File: src/rtl/jellyvl_etherneco_tx_scheduler.sv
// Periodic TX scheduler: on each trigger, grants pending requesters one packet at a time (index 0 first).
// Optional payload-stall watchdog enabled by JELLYVL_ETHERNECO_TX_SCHEDULER_TIMEOUT_EN.
module jellyvl_etherneco_tx_scheduler #(
    parameter  int NUM_REQ        = 3,
    parameter  int GAP_CYCLES     = 16,
    parameter  int TIMEOUT_CYCLES = 4096,
    localparam int IDX_W          = (NUM_REQ > 1) ? $clog2(NUM_REQ) : 1
) (
    input  logic                          clk,
    input  logic                          reset,
    input  logic                          trigger,

    input  logic [NUM_REQ-1:0]            req_valid,
    input  logic [NUM_REQ-1:0][15:0]      req_length,
    input  logic [NUM_REQ-1:0][7:0]       req_type,
    input  logic [NUM_REQ-1:0][7:0]       req_node,
    output logic [NUM_REQ-1:0]            req_start,

    input  logic [NUM_REQ-1:0]            s_payload_last,
    input  logic [NUM_REQ-1:0][7:0]       s_payload_data,
    input  logic [NUM_REQ-1:0]            s_payload_valid,
    output logic [NUM_REQ-1:0]            s_payload_ready,

    output logic                          tx_start,
    output logic                          tx_cancel,
    output logic [15:0]                   tx_length,
    output logic [7:0]                    tx_type,
    output logic [7:0]                    tx_node,

    output logic                          m_payload_last,
    output logic [7:0]                    m_payload_data,
    output logic                          m_payload_valid,
    input  logic                          m_payload_ready,

    output logic                          busy,
    output logic [IDX_W-1:0]              cur_index,
    output logic [15:0]                   overrun_count
);

    typedef enum logic [1:0] {IDLE, START, PAYLOAD, GAP} state_t;

    localparam logic [7:0] GAP_END = (GAP_CYCLES > 0) ? 8'(GAP_CYCLES - 1) : 8'd0;

    state_t             state, state_next;
    logic [NUM_REQ-1:0] pending;
    logic [NUM_REQ-1:0] sel_mask;
    logic [IDX_W-1:0]   sel_idx;
    logic               load;
    logic [7:0]         gap_cnt;
    logic               gap_last;
    logic               hs_last;
    logic               timeout_hit;

    // In IDLE the trigger samples req_valid directly; afterwards the remaining pending bits are served.
    assign sel_mask = (state == IDLE) ? req_valid : pending;

    always_comb begin
        sel_idx = '0;
        for (int i = NUM_REQ - 1; i >= 0; i--) begin
            if (sel_mask[i]) sel_idx = IDX_W'(i);
        end
    end

    assign gap_last = (gap_cnt == GAP_END);
    assign hs_last  = m_payload_valid && m_payload_ready && m_payload_last;

    always_comb begin
        state_next = state;
        load       = 1'b0;
        case (state)
            IDLE: begin
                if (trigger && (|req_valid)) begin
                    state_next = START;
                    load       = 1'b1;
                end
            end
            START:   state_next = (tx_length == 16'd0) ? GAP : PAYLOAD;
            PAYLOAD: begin
                if (hs_last || timeout_hit) state_next = GAP;
            end
            GAP: begin
                if (gap_last) begin
                    if (|pending) begin
                        state_next = START;
                        load       = 1'b1;
                    end else begin
                        state_next = IDLE;
                    end
                end
            end
            default: state_next = IDLE;
        endcase
    end

    always_ff @(posedge clk or negedge reset) begin
        if (!reset) begin
            state         <= IDLE;
            pending       <= '0;
            cur_index     <= '0;
            gap_cnt       <= '0;
            overrun_count <= '0;
            tx_length     <= '0;
            tx_type       <= '0;
            tx_node       <= '0;
        end else begin
            state   <= state_next;
            gap_cnt <= (state == GAP && !gap_last) ? gap_cnt + 8'd1 : 8'd0;
            if (load) begin
                pending   <= sel_mask & ~(NUM_REQ'(1) << sel_idx);
                cur_index <= sel_idx;
                tx_length <= req_length[sel_idx];
                tx_type   <= req_type[sel_idx];
                tx_node   <= req_node[sel_idx];
            end
            // A trigger outside IDLE never schedules; it is only recorded.
            if (trigger && state != IDLE && overrun_count != 16'hffff) begin
                overrun_count <= overrun_count + 16'd1;
            end
        end
    end

`ifdef JELLYVL_ETHERNECO_TX_SCHEDULER_TIMEOUT_EN
    localparam int TO_W = $clog2(TIMEOUT_CYCLES + 1);
    logic [TO_W-1:0] to_cnt;

    assign timeout_hit = (state == PAYLOAD) && !m_payload_valid
                         && (to_cnt == TO_W'(TIMEOUT_CYCLES - 1));

    always_ff @(posedge clk or negedge reset) begin
        if (!reset) begin
            to_cnt <= '0;
        end else if (state == PAYLOAD && !m_payload_valid && !timeout_hit) begin
            to_cnt <= to_cnt + 1'b1;
        end else begin
            to_cnt <= '0;
        end
    end
`else
    assign timeout_hit = 1'b0;
`endif

    assign tx_cancel = timeout_hit;
    assign tx_start  = (state == START);
    assign busy      = (state != IDLE);

    assign m_payload_valid = (state == PAYLOAD) && s_payload_valid[cur_index];
    assign m_payload_data  = s_payload_data[cur_index];
    assign m_payload_last  = s_payload_last[cur_index];

    for (genvar i = 0; i < NUM_REQ; i++) begin : g_req
        assign req_start[i]       = (state == START) && (cur_index == IDX_W'(i));
        assign s_payload_ready[i] = (state == PAYLOAD) && (cur_index == IDX_W'(i)) && m_payload_ready;
    end

endmodule
File: config.mk
export PLATFORM = sky130hd
export DESIGN_NAME = jellyvl_etherneco_tx_scheduler
export DESIGN_NICKNAME = d
export VERILOG_FILES = /design/src/rtl/jellyvl_etherneco_tx_scheduler.sv
export SDC_FILE = /design/constraint.sdc
export NUM_CORES = 1
export LEC_CHECK = 0
export BUFFER_PORTS_ARGS = -buffer_cell sky130_fd_sc_hd__buf_2
export CAP_MARGIN = 20
export CORE_MARGIN = 10
export CORE_UTILIZATION = 44
export CTS_CLUSTER_DIAMETER = 100
export CTS_CLUSTER_SIZE = 30
export DETAILED_ROUTE_END_ITERATION = 10
export PLACE_DENSITY = 0.81
export SKIP_CTS_REPAIR_TIMING = 1
export SLEW_MARGIN = 20
export SYNTH_ARGS = -nofsm -noshare
export SYNTH_HDL_FRONTEND = slang
export SYNTH_SLANG_ARGS = --single-unit
File: constraint.sdc
create_clock -name clk -period 3.1 [get_ports clk]
set_clock_uncertainty 0.2 [all_clocks]
set_input_delay 0.62 -clock clk [delete_from_list [all_inputs] [get_ports clk]]
set_output_delay 0.62 -clock clk [all_outputs]
set_load 0.02 [all_outputs]
**Yosys cells after proc, flatten, opt, wreduce, memory -nomap -nowiden**

Cells that the tools add are included.

- Reduce and logical (&&, ||, !) cells: 24
- Bitwise operators: 2
- Shift operators: 1
- $lt $le $gt $ge: 2
- Multiplexer cells: 27
- $add $sub $neg: 2
- Eq/ne operators: 10

Operator list:

| operator | count |
|---|---|
| $bmux 8 s2 | 3 |
| $bmux 16 s2 | 1 |
| $mux 8 | 4 |
| $add 16x1->16 const B | 1 |
| $logic_and 1x1->1 | 16 |
| $logic_not 16->1 | 1 |
| $mux 16 | 1 |
| $ne 16x16->1 const B | 1 |
| $mux 2 | 6 |
| $add 8x1->8 const B | 1 |
| $eq 8x4->1 const B | 1 |
| $pmux 2 s4 | 1 |
| $mux 1 | 7 |
| $eq 2x2->1 const B | 3 |
| $lt 2x3->1 const B | 2 |
| $reduce_or 3->1 | 2 |
| $bmux 1 s2 | 2 |
| $eq 2x1->1 const B | 2 |
| $logic_not 2->1 | 2 |
| $ne 2x2->1 const B | 2 |
| $and 3x3->3 | 1 |
| $mux 3 | 1 |
| $not 3->3 | 1 |
| $reduce_and 3->1 | 1 |
| other kinds (5) | 5 |

- Bits of input ports: 133
- Register bits after elaboration: 63
- Word-level logic and storage cells: 76

**Depth between registers and ports, before layout**

Gate-level depths: netlist (run 1).

- Depth after elaboration: 8
- Mapped depth: 9

**Least setup slack after synthesis (run 1)**

OpenSTA, ideal clock, no wires.

- Kind: reg2out
- Start: register cur_index[1]
- End: output m_payload_data[2]
- Arrival: 1.751 ns
- Setup slack: 0.529 ns
- Stages on the path, launching flop included: 5
- Data required time: 2.280 ns
- Path through: dfrtp_1 -> clkbuf_1 -> clkbuf_1 -> mux2i_1 -> o21ai_0

- Word-level cells in the longest chain between the ends: 2

RTL lines:

| what | RTL line | text |
|---|---|---|
| from (decl) | 36 | `output logic [IDX_W-1:0] cur_index,` |
| from (signal assigned) | 110 | `cur_index <= sel_idx;` |
| $bmux 8 s2 | 147 | `assign m_payload_data = s_payload_data[cur_index];` |
| $mux 8 (not written as such) | 147 |  |
| to (decl) | 31 | `output logic [7:0] m_payload_data,` |

No other way between the ends. The select of a mux whose other input is x is not followed.

**Worst setup path after layout (run 1)**

- Start: register cur_index[0]
- End: output m_payload_valid

- Word-level cells in the longest chain between the ends: 3

RTL lines:

| what | RTL line | text |
|---|---|---|
| $bmux 1 s2 | 146 | `assign m_payload_valid = (state == PAYLOAD) && s_payload_valid[cur_index];` |
| $mux 1 (not written as such) | 146 |  |
| $logic_and 1x1->1 | 146 |  |
| to (decl) | 32 | `output logic m_payload_valid,` |

No other way between the ends. The select of a mux whose other input is x is not followed.

==> results.cfg, run 1 <==
[outcome]
status = finished clean

[yosys]
synth_area_um2 = 3330
synthFlopType = dfrtp_1
synth-seq-area-share = 0.474
avgSynthCellArea_um2 = 9.79
synthDistinctLibCells = 43
synthArstFlopShare = 1.00
netlist_top_cells_count = 63 x dfrtp_1, 48 x nor2_1, 35 x a21oi_1, 32 x a222oi_1, 21 x nand2_1
synth_edf_count = 0
syn_inst = 340
ys_top_cells_by_area = dfrtp_1 47%, a222oi_1 9.6%, nor2_1 5.4%
synth_area_leader_cell = dfrtp_1
yosysMostFrequentCell = dfrtp_1
synth-seq-cells = 63
synth_nets = 479
synth_top_cell_area_share = 0.474
yosys_warnings = 0

[detailed_routing]
wirelength_um = 12100
drtPass1Iterations = 9
drtAntennaViolNets = 0
viasPerCell = 5.56
routedWlPerCell_um = 18.8
vias = 3578
drtIter0Drc = 275
route.detailed.drc = 0

[critical_path]
cp-start-kind = flop
criticalPathCategory = reg2out
arrival_ps = 2100
cp-endpoint = m_payload_valid
cp_data_required_time_ps = 2280
cp_max_fo = 18
critPathCaptureType = primary output
crit-reg2reg-launch = state[1]$_DFFE_PN0P_
reg2reg_depth = 7
critPathLaunch = cur_index[0]$_DFFE_PN0P_
worstReg2RegEnd = tx_node[7]$_DFFE_PN0P_
rrSetupSlack_ps = 480

[clock_network]
cts_made_buffers = 9
cts_tree = done
cts_sinks = 63
clk_latency_ps = 330
htreeDepth = 3
cts_root_buffer = clkbuf_8
cts_buffer_depth = 2
cts.reportedPaths.clkPinSlew_ps = 70

[timing]
rsz0062_at_grt = no
finalCritPeriodShare = 0.941
hold_viol_final = 0
setup_violations = 0
drv_slew = 0
period_needed_ps = 2920
max_freq_mhz = 343
max_slew_margin = 0.515
worst_pin_slew_ps = 727
fin_tns_setup_ps = 0

[global_routing]
use_met3 = 0.0862
antenna_found_initial = 0
grt_overflow = 0
grt-busiest-layer = met2
grt_pass1_vias = 3883
grt_util_met1 = 0.208
track_usage = 0.203
grt_first_pass_wirelength_um = 18800
grtUsageMet2 = 0.361
grt_max_degree = 37

[floorplan]
pin_count = 202
initial_core_util = 0.456
rows = 31
dieArea_um2 = 11400
core-area_um2 = 7290
die-height_um = 107
die_w_um = 107

[power]
powerDensity_nw_per_um2 = 938
p_sw_mw = 2.04
p_clk_frac = 0.148
leakage_nw = 2.31
ir_drop_uv = 668
seqPwrFrac = 0.315
p_int_mw = 2.33
p_sw_frac = 0.466
power_mw = 4.37
comb_power_share = 0.538

[place]
dpl.hpwl_um = 9710
gp_congestion = 0.872
dp.cells = 627
port_buffers = 200

[job]
cap_violations = 0

[layout]
area_growth_syn_to_layout_pct = 39.9
final_net_count = 678
antenna_cells = 0
nFillCells = 655
drive_above_1_share = 0.428
final-seq-area_um2 = 1580
multi_input_area_um2 = 1670
instances_no_fill = 643

[worst_hold_path]
worstHoldPathType = in2async
==> layer usage <==
layer / share of wire / routed length (um)
met5: 0 / 0
met4: 0.017 / 200
met3: 0.10 / 1240
met1: 0.36 / 4290
met2: 0.53 / 6330
==> cell usage in the layout, fill, tap and decap left out, types with 10 or more instances in the layout <==
cell type  netlist  final
o21ai_0         12     12
mux2i_1         10     10
dfrtp_1         63     63
nor2_1          48     48
clkbuf_8         0     11
xnor2_1         13     13
buf_2            7    200
nand3_1         10     10
a222oi_1        32     32
nand2_1         21     21
a21oi_1         35     35
==> how the worst min path moves through the flow <==
stage,startpoint,endpoint,slack (ps),cells past startpoint
final,reset,overrun_count[13]$_DFFE_PN0P_,140,1
after global routing,reset,overrun_count[1]$_DFFE_PN0P_,190,1
after floorplan,reset,cur_index[0]$_DFFE_PN0P_,120,0
after CTS,reset,overrun_count[13]$_DFFE_PN0P_,160,1
after global placement,gap_cnt[0]$_DFF_PN0_,gap_cnt[0]$_DFF_PN0_,250,1
after detailed placement,gap_cnt[0]$_DFF_PN0_,gap_cnt[0]$_DFF_PN0_,260,1
==> metrics by stage <==
step	setup WS (ps)	util	instance area [um2]	hold WS, ps
2_1_floorplan	529	-	3330	124
3_3_place_gp	207	0.613	4470	250
5_1_grt	26.1	0.638	4660	192
6_report	183	0.638	4660	143
3_5_place_dp	485	0.614	4480	262
4_1_cts	199	0.638	4660	159
==> kinds of logic after synthesis <==
kind of cell,after synthesis,share of synthesized area
adders and majority gates,6,0.0226
DFF,63,0.474
and+or+nand+nor,115,0.165
AOI/OAI and AO/OA,91,0.200
xor gates and xnor gates,20,0.0526
other,1,0.00113
buffers and inverters,29,0.0387
muxes,15,0.0470
==> final cells by class <==
type	instances	share of cell area
Clock buffer	13	0.0341
Clock inverter	3	0.00376
Inverter	7	0.00564
Multi-Input combinational cell	248	0.359
Sequential cell	63	0.339
Tap cell	99	0.0266
Timing Repair Buffer	210	0.232
==> sequential cells by signal (all words and copies together) (netlist names) <==
| signal | flops |
|---|---|
| cur_index | 2 |
| pending | 3 |
| tx_node | 8 |
| tx_type | 8 |
| tx_length | 16 |
| state | 2 |
| gap_cnt | 8 |
| overrun_count | 16 |
==> power by group through the flow <==
stage / clock network [mW] / logic, mW / registers, mW
after floorplan: 0 / 1.22 / 1.64
after CTS: 0.650 / 2.36 / 1.37
final: 0.644 / 2.35 / 1.37
after global placement: 0 / 2.27 / 1.37
after global routing: 0.688 / 2.56 / 1.42
after detailed placement: 0 / 2.36 / 1.38
==> critical path: stages, from the launching register on <==
cell and delay, ps:
dfrtp_1 640, nor2b_1 630, o2bb2ai_1 200, and2_1 140, buf_2 160
Power figures use the tool's default switching activity.
==> inputs of run 2 (changes only) <==
--- a/config.mk
+++ b/config.mk
@@ -7,7 +7,6 @@
 export LEC_CHECK = 0
 export BUFFER_PORTS_ARGS = -buffer_cell sky130_fd_sc_hd__buf_2
 export CAP_MARGIN = 20
-export CORE_MARGIN = 10
 export CORE_UTILIZATION = 44
 export CTS_CLUSTER_DIAMETER = 100
 export CTS_CLUSTER_SIZE = 30
==> results.cfg, run 2 (same netlist as run 1, synthesis figures left out) <==
[outcome]
status = finished clean

[timing]
max_slew_margin = 0.362
period_needed_ps = 2880
fin_tns_setup_ps = 0
rsz0062_at_grt = no
setup_violations = 0
finalCritPeriodShare = 0.931
setup_slack_ps = 215
drv_slew = 0
max_freq_mhz = 347
hold_viol_final = 0
worst_pin_slew_ps = 957

[floorplan]
rows = 31
core-area_um2 = 7290
dieArea_um2 = 7920
die_w_um = 89.0
die-height_um = 89.0
initial_core_util = 0.456
pin_count = 202

[power]
powerDensity_nw_per_um2 = 928
ir_drop_uv = 515
leakage_nw = 2.32

[critical_path]
cp-start-kind = flop
critPathCaptureType = primary output
cp_data_required_time_ps = 2280
path_delay_family = simple AND/OR/NAND/NOR gates
cpPeakStageDelay_ps = 630
slowest_stage = dfrtp_1
cp_cell_sequence = nor2b_1 -> o2bb2ai_1 -> and2_1 -> buf_2
arrival_ps = 2060
cp_max_fo = 18
critical_path_buf_inv_count = 1
criticalPathCategory = reg2out

[clock_network]
cts_buffer_depth = 2
htreeDepth = 3
cts_root_buffer = clkbuf_8
cts.reportedPaths.clkPinSlew_ps = 60
cts_made_buffers = 9
cts_tree = done
clk_latency_ps = 330
cts_sinks = 63

[place]
gp_congestion = 0.853
port_buffers = 200
dpl.hpwl_um = 7720
dp_slack_ps = 529

[global_routing]
grt_pass1_vias = 3415
antenna_found_initial = 0
track_usage = 0.259
grt_first_pass_wirelength_um = 15700
grt_overflow = 0
grt_max_degree = 46

[layout]
final_net_count = 679
layout_common_cells = 200 x buf_2, 63 x dfrtp_1, 48 x nor2_1
nFillCells = 649
mostFrequentLayoutCell = buf_2
area_growth_syn_to_layout_pct = 39.7
drive_above_1_share = 0.427
reg_top3 = overrun_count x16, tx_length x16
antenna_cells = 0
final-seq-area_um2 = 1580
multi_input_area_um2 = 1670

[detailed_routing]
routedWlPerCell_um = 15.8
drtAntennaViolNets = 0
drtIter0Drc = 291
drtPass1Iterations = 7
route.detailed.drc = 0
vias = 3593
viasPerCell = 5.60
wirelength_um = 10100

[worst_hold_path]
worstHoldPathType = in2async

[job]
cap_violations = 0
[run 2: changes by cell type in the layout (fill, tap and decap cells not counted), sizes merged]
cell,previous run,this run
buf,210,211
clkinv,2,1
clkinvlp,1,0
[run 2: path summary, 6_finish.rpt]
kind,depth (start not counted),start,slack (ps),to
min,1,reset,250,overrun_count[3]$_DFFE_PN0P_
min in group clk,1,gap_cnt[0]$_DFF_PN0_,270,gap_cnt[0]$_DFF_PN0_
max,4,cur_index[0]$_DFFE_PN0P_,220,m_payload_valid
max reg2reg,5,gap_cnt[4]$_DFF_PN0_,510,cur_index[1]$_DFFE_PN0P_
max in group asynchronous,2,reset,1720,tx_node[6]$_DFFE_PN0P_
min reg2reg,1,gap_cnt[0]$_DFF_PN0_,270,gap_cnt[0]$_DFF_PN0_
[run 2: per-layer routing]
metal,vias to the layer above,share of wire,track usage
met5,-,0,0
met4,0,0.035,0.136
met3,30,0.067,0.0471
met2,194,0.52,0.455
met1,1692,0.38,0.305
li1,1677,-,-
[run 2: where the power goes]
group	switching (mW)	internal, mW
Sequential	0.253	1.12
Combinational	1.44	0.893
Clock	0.286	0.324
Total	1.98	2.33
[run 2: layout make-up]
type	instances	area share
clock buffers	13	0.0342
flip-flops and latches	63	0.339
multi-input cells	248	0.360
inverters	7	0.00565
repair buffers	211	0.234
well taps	99	0.0266
clock inverters	1	0.00108
[run 2: stage by stage]
step                      hold WS (ps)   util  total power, mW  cells  cell area [um2]
after global placement             252  0.614             3.61    627             4480
final                              247  0.638             4.31    642             4650
after floorplan                    124      -             2.86    340             3330
after global routing               290  0.638             4.61    642             4650
after CTS                          267  0.638             4.33    642             4650
after detailed placement           258  0.615             3.71    628             4490
